`src/rtl/extract_main_stream_attributes_two_channels_if.sv`:
```
// Symbol-stream input and decoded MSA outputs for the two-lane MSA extractor.
interface extract_main_stream_attributes_two_channels_if;
  logic [72:0] in_data;
  logic [23:0] M_value;
  logic [23:0] N_value;
  logic [11:0] H_visible;
  logic [11:0] V_visible;
  logic [11:0] H_total;
  logic [11:0] V_total;
  logic [11:0] H_sync_width;
  logic [11:0] V_sync_width;
  logic [11:0] H_start;
  logic [11:0] V_start;
  logic        H_vsync_active_high;
  logic        V_vsync_active_high;
  logic        flag_sync_clock;
  logic        flag_YCCnRGB;
  logic        flag_422n444;
  logic        flag_range_reduced;
  logic        flag_interlaced_even;
  logic        flag_YCC_colour_709;
  logic [1:0]  flags_3d_Indicators;
  logic [4:0]  bits_per_colour;
  logic        msa_valid;
  logic        msa_error;

  modport slave (
    input  in_data,
    output M_value, N_value, H_visible, V_visible, H_total, V_total,
           H_sync_width, V_sync_width, H_start, V_start,
           H_vsync_active_high, V_vsync_active_high, flag_sync_clock,
           flag_YCCnRGB, flag_422n444, flag_range_reduced,
           flag_interlaced_even, flag_YCC_colour_709, flags_3d_Indicators,
           bits_per_colour, msa_valid, msa_error
  );

  modport master (
    output in_data,
    input  M_value, N_value, H_visible, V_visible, H_total, V_total,
           H_sync_width, V_sync_width, H_start, V_start,
           H_vsync_active_high, V_vsync_active_high, flag_sync_clock,
           flag_YCCnRGB, flag_422n444, flag_range_reduced,
           flag_interlaced_even, flag_YCC_colour_709, flags_3d_Indicators,
           bits_per_colour, msa_valid, msa_error
  );
endinterface

```
`src/rtl/extract_main_stream_attributes_two_channels.sv`:
```
// Two-lane MSA extractor: detects the four-SS start pattern, captures nine
// data beats into shadow registers, checks them, and commits the decoded
// fields to the visible outputs only when the whole packet is clean.
module extract_main_stream_attributes_two_channels (
  input  logic clk,
  input  logic reset,
  extract_main_stream_attributes_two_channels_if.slave bus
);

  localparam logic [8:0] SS = 9'h15C;
  localparam logic [8:0] SE = 9'h1FD;
  localparam logic [8:0] BS = 9'h1BC;

  typedef enum logic {S_IDLE, S_CAPTURE} state_t;

  typedef struct packed {
    logic [23:0] m;
    logic [23:0] n;
    logic [11:0] hvis;
    logic [11:0] vvis;
    logic [11:0] htot;
    logic [11:0] vtot;
    logic [11:0] hsw;
    logic [11:0] vsw;
    logic [11:0] hst;
    logic [11:0] vst;
    logic        hpol;
    logic        vpol;
    logic        sync_clk;
    logic        ycc;
    logic        s422;
    logic        range_red;
    logic        interlaced;
    logic        c709;
    logic [1:0]  f3d;
    logic [4:0]  bpc;
  } vis_t;

  // Control symbols (K flag, or BS explicitly) are illegal in data beats.
  function automatic logic f_is_ctrl(input logic [8:0] sym);
    return sym[8] | (sym == BS);
  endfunction

  function automatic logic [4:0] f_bpc(input logic [2:0] code);
    case (code)
      3'd0:    return 5'd6;
      3'd1:    return 5'd8;
      3'd2:    return 5'd10;
      3'd3:    return 5'd12;
      3'd4:    return 5'd16;
      default: return 5'd0;
    endcase
  endfunction

  state_t      r_state;
  logic [3:0]  r_k;
  logic        r_valid;
  logic        r_error;
  vis_t        r_vis;

  logic [23:0] r_m;
  logic [23:0] r_n;
  logic [11:0] r_htot, r_vtot, r_hst, r_vst, r_hsw, r_vsw, r_hvis, r_vvis;
  logic        r_hpol, r_vpol;
  logic [7:0]  r_misc0, r_misc1;

  logic [8:0]  w_l0d0, w_l0d1, w_l1d0, w_l1d1;
  logic        w_all_ss;
  logic        w_k_err, w_m_err, w_misc_err, w_se_err, w_fail;
  vis_t        w_commit;
  logic        w_unused_bits;

  assign w_l0d0   = bus.in_data[8:0];
  assign w_l0d1   = bus.in_data[17:9];
  assign w_l1d0   = bus.in_data[26:18];
  assign w_l1d1   = bus.in_data[35:27];
  assign w_all_ss = (w_l0d0 == SS) && (w_l0d1 == SS) && (w_l1d0 == SS) && (w_l1d1 == SS);
  assign w_unused_bits = ^{bus.in_data[72:36], r_misc1[7:3]};

  // Per-beat integrity checks; M copies in beats 5/6 are compared against
  // the lane-0 copy already captured in beats 1/2.
  always_comb begin
    w_k_err    = 1'b0;
    w_m_err    = 1'b0;
    w_misc_err = 1'b0;
    w_se_err   = 1'b0;
    if (r_state == S_CAPTURE) begin
      if (r_k <= 4'd9)
        w_k_err = f_is_ctrl(w_l0d0) | f_is_ctrl(w_l0d1) | f_is_ctrl(w_l1d0) | f_is_ctrl(w_l1d1);
      case (r_k)
        4'd1:    w_m_err = (w_l1d0[7:0] != w_l0d0[7:0]) || (w_l1d1[7:0] != w_l0d1[7:0]);
        4'd2:    w_m_err = (w_l1d0[7:0] != w_l0d0[7:0]);
        4'd5:    w_m_err = (w_l0d1[7:0] != r_m[23:16]) || (w_l1d1[7:0] != r_m[23:16]);
        4'd6:    w_m_err = (w_l0d0[7:0] != r_m[15:8]) || (w_l0d1[7:0] != r_m[7:0]) ||
                           (w_l1d0[7:0] != r_m[15:8]) || (w_l1d1[7:0] != r_m[7:0]);
        4'd8:    w_misc_err = (w_l1d1[2:1] == 2'b11);
        4'd10:   w_se_err = (w_l0d0 != SE) || (w_l1d0 != SE);
        default: ;
      endcase
    end
    w_fail = w_k_err | w_m_err | w_misc_err | w_se_err;
  end

  // Decoded view of the shadow registers, loaded into the outputs on commit.
  always_comb begin
    w_commit            = '0;
    w_commit.m          = r_m;
    w_commit.n          = r_n;
    w_commit.hvis       = r_hvis;
    w_commit.vvis       = r_vvis;
    w_commit.htot       = r_htot;
    w_commit.vtot       = r_vtot;
    w_commit.hsw        = r_hsw;
    w_commit.vsw        = r_vsw;
    w_commit.hst        = r_hst;
    w_commit.vst        = r_vst;
    w_commit.hpol       = r_hpol;
    w_commit.vpol       = r_vpol;
    w_commit.sync_clk   = r_misc0[0];
    w_commit.range_red  = r_misc0[3];
    w_commit.c709       = r_misc0[4];
    w_commit.bpc        = f_bpc(r_misc0[7:5]);
    w_commit.interlaced = r_misc1[0];
    w_commit.f3d        = r_misc1[2:1];
    case (r_misc0[2:1])
      2'b01:   begin w_commit.ycc = 1'b1; w_commit.s422 = 1'b1; end
      2'b10:   begin w_commit.ycc = 1'b1; w_commit.s422 = 1'b0; end
      default: begin w_commit.ycc = 1'b0; w_commit.s422 = 1'b0; end
    endcase
  end

  // Shadow capture of beat payloads; only meaningful while capturing.
  always_ff @(posedge clk) begin
    if (r_state == S_CAPTURE) begin
      case (r_k)
        4'd1: begin
          r_m[23:16] <= w_l0d0[7:0];
          r_m[15:8]  <= w_l0d1[7:0];
        end
        4'd2: begin
          r_m[7:0]     <= w_l0d0[7:0];
          r_htot[11:8] <= w_l0d1[3:0];
          r_hst[11:8]  <= w_l1d1[3:0];
        end
        4'd3: begin
          r_htot[7:0]  <= w_l0d0[7:0];
          r_vtot[11:8] <= w_l0d1[3:0];
          r_hst[7:0]   <= w_l1d0[7:0];
          r_vst[11:8]  <= w_l1d1[3:0];
        end
        4'd4: begin
          r_vtot[7:0] <= w_l0d0[7:0];
          r_hpol      <= w_l0d1[7];
          r_hsw[11:8] <= w_l0d1[3:0];
          r_vst[7:0]  <= w_l1d0[7:0];
          r_vpol      <= w_l1d1[7];
          r_vsw[11:8] <= w_l1d1[3:0];
        end
        4'd5: begin
          r_hsw[7:0] <= w_l0d0[7:0];
          r_vsw[7:0] <= w_l1d0[7:0];
        end
        4'd7: begin
          r_hvis     <= {w_l0d0[3:0], w_l0d1[7:0]};
          r_n[23:16] <= w_l1d0[7:0];
          r_n[15:8]  <= w_l1d1[7:0];
        end
        4'd8: begin
          r_vvis   <= {w_l0d0[3:0], w_l0d1[7:0]};
          r_n[7:0] <= w_l1d0[7:0];
          r_misc0  <= w_l1d1[7:0];
        end
        4'd9: begin
          r_misc1 <= w_l1d0[7:0];
        end
        default: ;
      endcase
    end
  end

  // Capture FSM with registered pulses and committed output fields.
  always_ff @(posedge clk) begin
    if (reset) begin
      r_state <= S_IDLE;
      r_k     <= 4'd0;
      r_valid <= 1'b0;
      r_error <= 1'b0;
      r_vis   <= '0;
    end else begin
      r_valid <= 1'b0;
      r_error <= 1'b0;
      case (r_state)
        S_IDLE: begin
          if (w_all_ss) begin
            r_state <= S_CAPTURE;
            r_k     <= 4'd1;
          end
        end
        S_CAPTURE: begin
          if (w_all_ss) begin
            r_error <= 1'b1;
            r_k     <= 4'd1;
          end else if (w_fail) begin
            r_error <= 1'b1;
            r_state <= S_IDLE;
            r_k     <= 4'd0;
          end else if (r_k == 4'd10) begin
            r_valid <= 1'b1;
            r_vis   <= w_commit;
            r_state <= S_IDLE;
            r_k     <= 4'd0;
          end else begin
            r_k <= r_k + 4'd1;
          end
        end
        default: begin
          r_state <= S_IDLE;
          r_k     <= 4'd0;
        end
      endcase
    end
  end

  assign bus.M_value              = r_vis.m;
  assign bus.N_value              = r_vis.n;
  assign bus.H_visible            = r_vis.hvis;
  assign bus.V_visible            = r_vis.vvis;
  assign bus.H_total              = r_vis.htot;
  assign bus.V_total              = r_vis.vtot;
  assign bus.H_sync_width         = r_vis.hsw;
  assign bus.V_sync_width         = r_vis.vsw;
  assign bus.H_start              = r_vis.hst;
  assign bus.V_start              = r_vis.vst;
  assign bus.H_vsync_active_high  = r_vis.hpol;
  assign bus.V_vsync_active_high  = r_vis.vpol;
  assign bus.flag_sync_clock      = r_vis.sync_clk;
  assign bus.flag_YCCnRGB         = r_vis.ycc;
  assign bus.flag_422n444         = r_vis.s422;
  assign bus.flag_range_reduced   = r_vis.range_red;
  assign bus.flag_interlaced_even = r_vis.interlaced;
  assign bus.flag_YCC_colour_709  = r_vis.c709;
  assign bus.flags_3d_Indicators  = r_vis.f3d;
  assign bus.bits_per_colour      = r_vis.bpc;
  assign bus.msa_valid            = r_valid;
  assign bus.msa_error            = r_error;

endmodule

```
`src/flat_wrapper.sv`:
```
// flat-port wrapper written by rule: the top's interface ports become plain ports
module extract_main_stream_attributes_two_channels_flat 
  (clk, reset, bus_in_data, bus_M_value, bus_N_value, bus_H_visible, bus_V_visible, bus_H_total, bus_V_total, bus_H_sync_width, bus_V_sync_width, bus_H_start, bus_V_start, bus_H_vsync_active_high, bus_V_vsync_active_high, bus_flag_sync_clock, bus_flag_YCCnRGB, bus_flag_422n444, bus_flag_range_reduced, bus_flag_interlaced_even, bus_flag_YCC_colour_709, bus_flags_3d_Indicators, bus_bits_per_colour, bus_msa_valid, bus_msa_error);
  extract_main_stream_attributes_two_channels_if bus_i ();
  input  logic clk;
  input  logic reset;
  input wire logic [$bits(bus_i.in_data)-1:0] bus_in_data;
  output wire logic [$bits(bus_i.M_value)-1:0] bus_M_value;
  output wire logic [$bits(bus_i.N_value)-1:0] bus_N_value;
  output wire logic [$bits(bus_i.H_visible)-1:0] bus_H_visible;
  output wire logic [$bits(bus_i.V_visible)-1:0] bus_V_visible;
  output wire logic [$bits(bus_i.H_total)-1:0] bus_H_total;
  output wire logic [$bits(bus_i.V_total)-1:0] bus_V_total;
  output wire logic [$bits(bus_i.H_sync_width)-1:0] bus_H_sync_width;
  output wire logic [$bits(bus_i.V_sync_width)-1:0] bus_V_sync_width;
  output wire logic [$bits(bus_i.H_start)-1:0] bus_H_start;
  output wire logic [$bits(bus_i.V_start)-1:0] bus_V_start;
  output wire logic [$bits(bus_i.H_vsync_active_high)-1:0] bus_H_vsync_active_high;
  output wire logic [$bits(bus_i.V_vsync_active_high)-1:0] bus_V_vsync_active_high;
  output wire logic [$bits(bus_i.flag_sync_clock)-1:0] bus_flag_sync_clock;
  output wire logic [$bits(bus_i.flag_YCCnRGB)-1:0] bus_flag_YCCnRGB;
  output wire logic [$bits(bus_i.flag_422n444)-1:0] bus_flag_422n444;
  output wire logic [$bits(bus_i.flag_range_reduced)-1:0] bus_flag_range_reduced;
  output wire logic [$bits(bus_i.flag_interlaced_even)-1:0] bus_flag_interlaced_even;
  output wire logic [$bits(bus_i.flag_YCC_colour_709)-1:0] bus_flag_YCC_colour_709;
  output wire logic [$bits(bus_i.flags_3d_Indicators)-1:0] bus_flags_3d_Indicators;
  output wire logic [$bits(bus_i.bits_per_colour)-1:0] bus_bits_per_colour;
  output wire logic [$bits(bus_i.msa_valid)-1:0] bus_msa_valid;
  output wire logic [$bits(bus_i.msa_error)-1:0] bus_msa_error;
  assign bus_i.in_data = bus_in_data;
  assign bus_M_value = bus_i.M_value;
  assign bus_N_value = bus_i.N_value;
  assign bus_H_visible = bus_i.H_visible;
  assign bus_V_visible = bus_i.V_visible;
  assign bus_H_total = bus_i.H_total;
  assign bus_V_total = bus_i.V_total;
  assign bus_H_sync_width = bus_i.H_sync_width;
  assign bus_V_sync_width = bus_i.V_sync_width;
  assign bus_H_start = bus_i.H_start;
  assign bus_V_start = bus_i.V_start;
  assign bus_H_vsync_active_high = bus_i.H_vsync_active_high;
  assign bus_V_vsync_active_high = bus_i.V_vsync_active_high;
  assign bus_flag_sync_clock = bus_i.flag_sync_clock;
  assign bus_flag_YCCnRGB = bus_i.flag_YCCnRGB;
  assign bus_flag_422n444 = bus_i.flag_422n444;
  assign bus_flag_range_reduced = bus_i.flag_range_reduced;
  assign bus_flag_interlaced_even = bus_i.flag_interlaced_even;
  assign bus_flag_YCC_colour_709 = bus_i.flag_YCC_colour_709;
  assign bus_flags_3d_Indicators = bus_i.flags_3d_Indicators;
  assign bus_bits_per_colour = bus_i.bits_per_colour;
  assign bus_msa_valid = bus_i.msa_valid;
  assign bus_msa_error = bus_i.msa_error;
  extract_main_stream_attributes_two_channels u_core (.clk(clk), .reset(reset), .bus(bus_i));
endmodule
```
`config.mk`:
```
export PLATFORM = sky130hd
export DESIGN_NAME = extract_main_stream_attributes_two_channels_flat
export DESIGN_NICKNAME = d
export VERILOG_FILES = /design/src/rtl/extract_main_stream_attributes_two_channels_if.sv /design/src/rtl/extract_main_stream_attributes_two_channels.sv /design/src/flat_wrapper.sv
export SDC_FILE = /design/constraint.sdc
export NUM_CORES = 1
export LEC_CHECK = 0
export CAP_MARGIN = 20
export CELL_PAD_IN_SITES_DETAIL_PLACEMENT = 1
export CELL_PAD_IN_SITES_GLOBAL_PLACEMENT = 2
export CORE_MARGIN = 4
export CORE_UTILIZATION = 37
export DETAILED_ROUTE_END_ITERATION = 8
export PLACE_DENSITY = 0.95
export REMOVE_ABC_BUFFERS = 1
export SYNTH_ARGS = -nofsm -noshare
export SYNTH_HDL_FRONTEND = slang
export SYNTH_SLANG_ARGS = --single-unit
```
`constraint.sdc`:
```
create_clock -name clk -period 7.18 [get_ports clk]
set_input_delay 1.436 -clock clk [delete_from_list [all_inputs] [get_ports clk]]
set_output_delay 1.436 -clock clk [all_outputs]
set_load 0.03 [all_outputs]
```
After elaboration in Yosys (flattened, before gate mapping)
Index checks and enable logic that the tools add are counted.
{ "totals": {"input_bits": 75, "reg_bits": 323, "output_inout_bits": 161, "word_cells": 141} }
{ "op_classes": {"bitwise_logic": 13, "addsub": 1, "n_mux": 23, "n_eq_ne": 36, "order_cmp": 1, "n_reduce_logical": 21} }
{ "op_table": {"columns": ["cell", "n"], "rows": [
  ["$eq A9 B9 Y1 const B", 8],
  ["$ne A8 B8 Y1", 8],
  ["$pmux W5 S5", 1],
  ["$ne A9 B9 Y1 const B", 2],
  ["$eq A4 B3 Y1 const B", 4],
  ["$mux W4", 4],
  ["$reduce_and A2 Y1", 8],
  ["$mux W1", 14],
  ["$eq A4 B4 Y1 const B", 3],
  ["$or A1 B1 Y1", 10],
  ["$eq A4 B2 Y1 const B", 2],
  ["$pmux W4 S2", 1],
  ["$eq A3 B2 Y1 const B", 2],
  ["$logic_or A1 B1 Y1", 6],
  ["$add A4 B1 Y4 const B", 1],
  ["$eq A2 B2 Y1 const B", 2],
  ["$eq A4 B1 Y1 const B", 1],
  ["$le A4 B4 Y1 const B", 1],
  ["$pmux W1 S4", 1],
  ["$pmux W2 S2", 1],
  ["$reduce_and A4 Y1", 1],
  ["$reduce_or A4 Y1", 1],
  ["$eq A3 B1 Y1 const B", 1],
  ["$eq A3 B3 Y1 const B", 1],
  ["7 further kinds", 11]
]} }

Depth between registers and ports, before layout
{ "depth": {"ltp_word": 13, "ltp_mapped": 10, "ltp_nobuf": 6} }

Worst setup path before layout
No wires, ideal clock.
{ "synth_timing": {"path_type": "register -> register", "startpoint": "reg u_core.r_k[2]", "endpoint": "reg u_core.r_hpol, enable pin", "setup_ns": 0.475, "required_time_ns": 6.705, "slack_ns": 3.478, "period_less_slack_ns": 3.702, "path_buffers": 1, "stages_incl_launch_ff": 4, "arrival_time_ns": 3.227, "path_cell_list": "dfxtp_1 clkbuf_1 nand2_1 nor4_1"} }
{ "synth_between": {"elab_chain_cells": 2} }
{ "synth_lines": {"columns": ["element", "line", "source"], "rows": [
  ["start: declaration", "extract_main_stream_attributes_two_channels.sv:56", "logic [3:0] r_k;"],
  ["start signal: assignment", "extract_main_stream_attributes_two_channels.sv:213", "r_k <= r_k + 4'd1;"],
  ["$eq A4 B3 Y1", "extract_main_stream_attributes_two_channels.sv:135", "case (r_k)"],
  ["$reduce_and A2 Y1 (no source line)", null, null],
  ["end signal: assignment", "extract_main_stream_attributes_two_channels.sv:153", "r_hpol <= w_l0d1[7];"],
  ["end: declaration", "extract_main_stream_attributes_two_channels.sv:64", "logic r_hpol, r_vpol;"]
]} }
No other way between the ends.
A chain may end at the register's enable or synchronous reset.

Final worst setup path
{ "layout_timing": {"startpoint": "in bus_in_data[2]", "endpoint": "reg u_core.r_vis, in the netlist u_core.bus.H_start[10]"} }
{ "layout_between": {"elab_chain_cells": 12, "elab_cells_between_ends": 29, "classes_between": "5 x eq/ne; 6 x mux; 9 x bitwise; 9 x reduce/logical"} }
{ "layout_lines": {"columns": ["element", "line", "source"], "rows": [
  ["start: declaration", "flat_wrapper.sv:7", "input wire logic [$bits(bus_i.in_data)-1:0] bus_in_data;"],
  ["$eq A9 B9 Y1", "extract_main_stream_attributes_two_channels.sv:41", "return sym[8] | (sym == BS);"],
  ["$or A1 B1 Y1", "extract_main_stream_attributes_two_channels.sv:41", null],
  ["$or A1 B1 Y1 (3 in series)", "extract_main_stream_attributes_two_channels.sv:89", "w_k_err = f_is_ctrl(w_l0d0) | f_is_ctrl(w_l0d1) | f_is_ctrl(w_l1d0) | f_is_ctrl(w_l1d1);"],
  ["$mux W1", "extract_main_stream_attributes_two_channels.sv:88", "if (r_k <= 4'd9)"],
  ["$mux W1", "extract_main_stream_attributes_two_channels.sv:87", "if (r_state == S_CAPTURE) begin"],
  ["$or A1 B1 Y1 (3 in series)", "extract_main_stream_attributes_two_channels.sv:101", "w_fail = w_k_err | w_m_err | w_misc_err | w_se_err;"],
  ["$not A1 Y1 (no source line)", null, null],
  ["$reduce_and A4 Y1 (no source line) *", null, null],
  ["end signal: assignment", "extract_main_stream_attributes_two_channels.sv:209", "r_vis <= w_commit;"],
  ["end: declaration", "extract_main_stream_attributes_two_channels.sv:59", "vis_t r_vis;"]
]} }
Mark *: on every way between the ends. The rest lies on a longest branch, timed or not.

==> metrics <==
Sink Count=between 300 and 400; first-pass GRT wire length=~47000 um; Clock power frac=between 40% and 50%; io pins=roughly 240; R2R Setup Slk=4270 ps; Avg Inst Size Synth=13.57 um2; Int Power=3.104 mW; # setup viols final=0; clock root cell=clkbuf_16; vias in the first global route=7818; Post-Synthesis Cells=850; CP max-delay cell=clkdlybuf4s50_1; Slew @ Worst Pin=about 1000 ps; worst path cell trace=clkdlybuf4s50_1 -> nand2_1 -> or4_1 -> o31a_1 -> nor4_2 -> buf_4 -> mux2i_1 -> nor2_1; Placement Rows=64; met3 global-route usage=4.638%; grt met1 use=between 20% and 30%; yosys synthesis warning count=0; CP required=approximately 7500 ps; Main synth FF type=dfxtp_1; R2R cell count=7; via density per instance=5.001; routed via count=7371; Slew Viols, Final=0; Sw Share=between 20% and 30%; largest net degree at the start of global routing=111; met2 Use GR=31.11%; Worst EP arrival=slightly below 5000 ps; crit end category=flop; Power per Cell Area=257.0 nW/um2; RSZ-0062 raised after global routing=no; max-cap check violation count=0; Post-Syn Area=around 12000 um2; half-perimeter wire length after placement=between 15000 and 20000 um; sequential area share after synthesis=a little over two thirds; clock slew at reported path FFs=~60 ps; leakage=4.867 nW; Syn-to-layout area delta=30.82%; total grt overflow=0; switching power=slightly below 0.8 mW; Die W=~180 um; latest clock arrival within the worst-skew pair=about 500 ps; Post-Route Skew=around 11 ps; setup bufs post-CTS=0; Initial Utilization=a little under two fifths; WL/cell=about 21 um; CTS tree=done; HP Class=reg -> reg; input/output buffers=between 150 and 200; Slew headroom=31.07%; # H-tree levels=2; Post-synth ARST share=0%; flops & latches, synth=about 320; kind of critical path=in -> reg; Comb power frac=under 10%; maximum vdd drop=0.1434 mV; CORE AREA=around 31000 um2; nets=approximately 1.1k; max frequency=approximately 0.22 GHz; CTS buffer count=36; initial antenna violation count=1; WHS Path Cells=2; GRT Util Overall=between 15 and 20%; antenna viol nets, final=0; Tcrit/Tclk final=63.90%; # DRC=0; post-cts hold buffer count=0; layer with the highest usage=met2; count of different cell masters after synthesis=50; DIE AREA=between 30000 and 40000 um2; crit-path max FO=a little over 50; status=finished clean; post-cts resize count=0; Final Wtd Congestion=between 0.8 and 0.9; Die Height=about 180 um; hold slack=approximately 480 ps; CP peak stage delay=830 ps; Critical Path Start Type=primary input; Routed WL=31190 um; Tmin final=4588 ps; placed cells=1410; largest buffer count on any clock path=3; Final Hold Vio Count=0; EDFF count, synth=roughly 160; Layout Cells excl Fill=1474; Pre-antenna DRT Iters=4; proportion of layout cells with a drive suffix above 1=7.335%; Iteration-0 DRC Markers=421; Reg power frac=between 40 and 50%
critical path: cells and delay by family:
kind                   cells  cell delay, ps
muxes                      1             310
AOI/OAI and AO/OA          1             370
buffers and inverters      2            1610
and+or+nand+nor            4            1170
layer usage:
metal  up-vias  wire, um
met5         -         0
met4         0       468
met3        42      1968
met2       198     15520
met1      3700     13230
li1       3431         -
power by group through the flow:
stage | sequential [mW] | combinational, mW | clock (mW)
6_report | 1.92 | 0.0910 | 1.87
5_1_grt | 1.92 | 0.0979 | 2.00
3_5_place_dp | 1.96 | 0.0919 | 0
3_3_place_gp | 1.96 | 0.0906 | 0
2_1_floorplan | 1.96 | 0.0174 | 0
4_1_cts | 1.92 | 0.0922 | 1.91
worst paths after layout:
check                                       from                endpoint
worst max-delay path              bus_in_data[2]  u_core.bus.H_start[10]
worst min-delay path            u_core.r_vtot[2]   u_core.bus.V_total[2]
worst max register to register     u_core.r_k[2]  u_core.bus.H_start[10]
worst min register to register  u_core.r_vtot[2]   u_core.bus.V_total[2]
synthesized netlist by cell type, types with 5 or more instances:
master | instances | area share, %
a21oi_1 | 9 | 0.39
dfxtp_1 | 165 | 29
nand3_1 | 14 | 0.61
nor2_1 | 177 | 5.8
buf_4 | 8 | 0.52
nand4_1 | 14 | 0.76
buf_6 | 10 | 0.98
mux2i_1 | 156 | 14
edfxtp_1 | 157 | 41
xor2_1 | 26 | 2.0
nor4_1 | 7 | 0.38
nor3_1 | 5 | 0.22
inv_1 | 6 | 0.20
nand2_1 | 14 | 0.46
clkbuf_1 | 23 | 0.75
or3_1 | 9 | 0.49
cells in the final DEF (no fill, tap or decap), types with 8 or more instances in the layout:
cell type,count
buf_4,8
mux2i_1,156
xor2_1,26
dfxtp_1,165
or3_1,9
nand4_1,14
clkinv_2,10
edfxtp_1,157
clkbuf_16,37
clkdlybuf4s50_1,196
nor2_1,173
nand2_1,14
nand3_1,14
a21oi_1,9
registers in the layout (all words and copies together), names as in the netlist, 24 cells and up:
| name | cells |
|---|---|
| u_core.bus.M_value | 24 |
| u_core.bus.N_value | 24 |
| u_core.r_n | 24 |
| u_core.r_m | 24 |
cell families after synthesis:
kind of cell               count (synthesis)  share of synthesized area (%)
AOI/OAI and AO/OA                         37                          2.472
other                                      1                        0.03250
xor gates and xnor gates                  29                          2.201
buffers and inverters                     48                          2.483
muxes                                    156                          13.53
DFF                                      322                          69.49
and+or+nand+nor                          256                          9.683
adders and majority gates                  1                         0.1084
final cells by class:
cell class              instances  area (um2)
clock buffers                  44       982.2
well taps                     396       495.5
inverters                       6       22.52
clock inverters                18       219.0
flip-flops and latches        322        8018
multi-input cells             480        3282
repair buffers                207        2073
fillers                      3087       15570
diodes                          1       2.502
metrics by stage:
stage | util, % | setup slack, ps | setup TNS, ps | power [mW] | instance area (um2)
finish | 49.22 | 2592 | 0 | 3.880 | 15090
global placement | 45.23 | 2175 | 0 | 2.054 | 13870
detailed placement | 45.23 | 2087 | 0 | 2.055 | 13870
floorplan | - | -17940 | -2839350 | 1.981 | 11270
global route | 49.22 | 2429 | 0 | 4.021 | 15090
CTS | 49.14 | 2596 | 0 | 3.930 | 15070
Power figures use the tool's default switching activity.
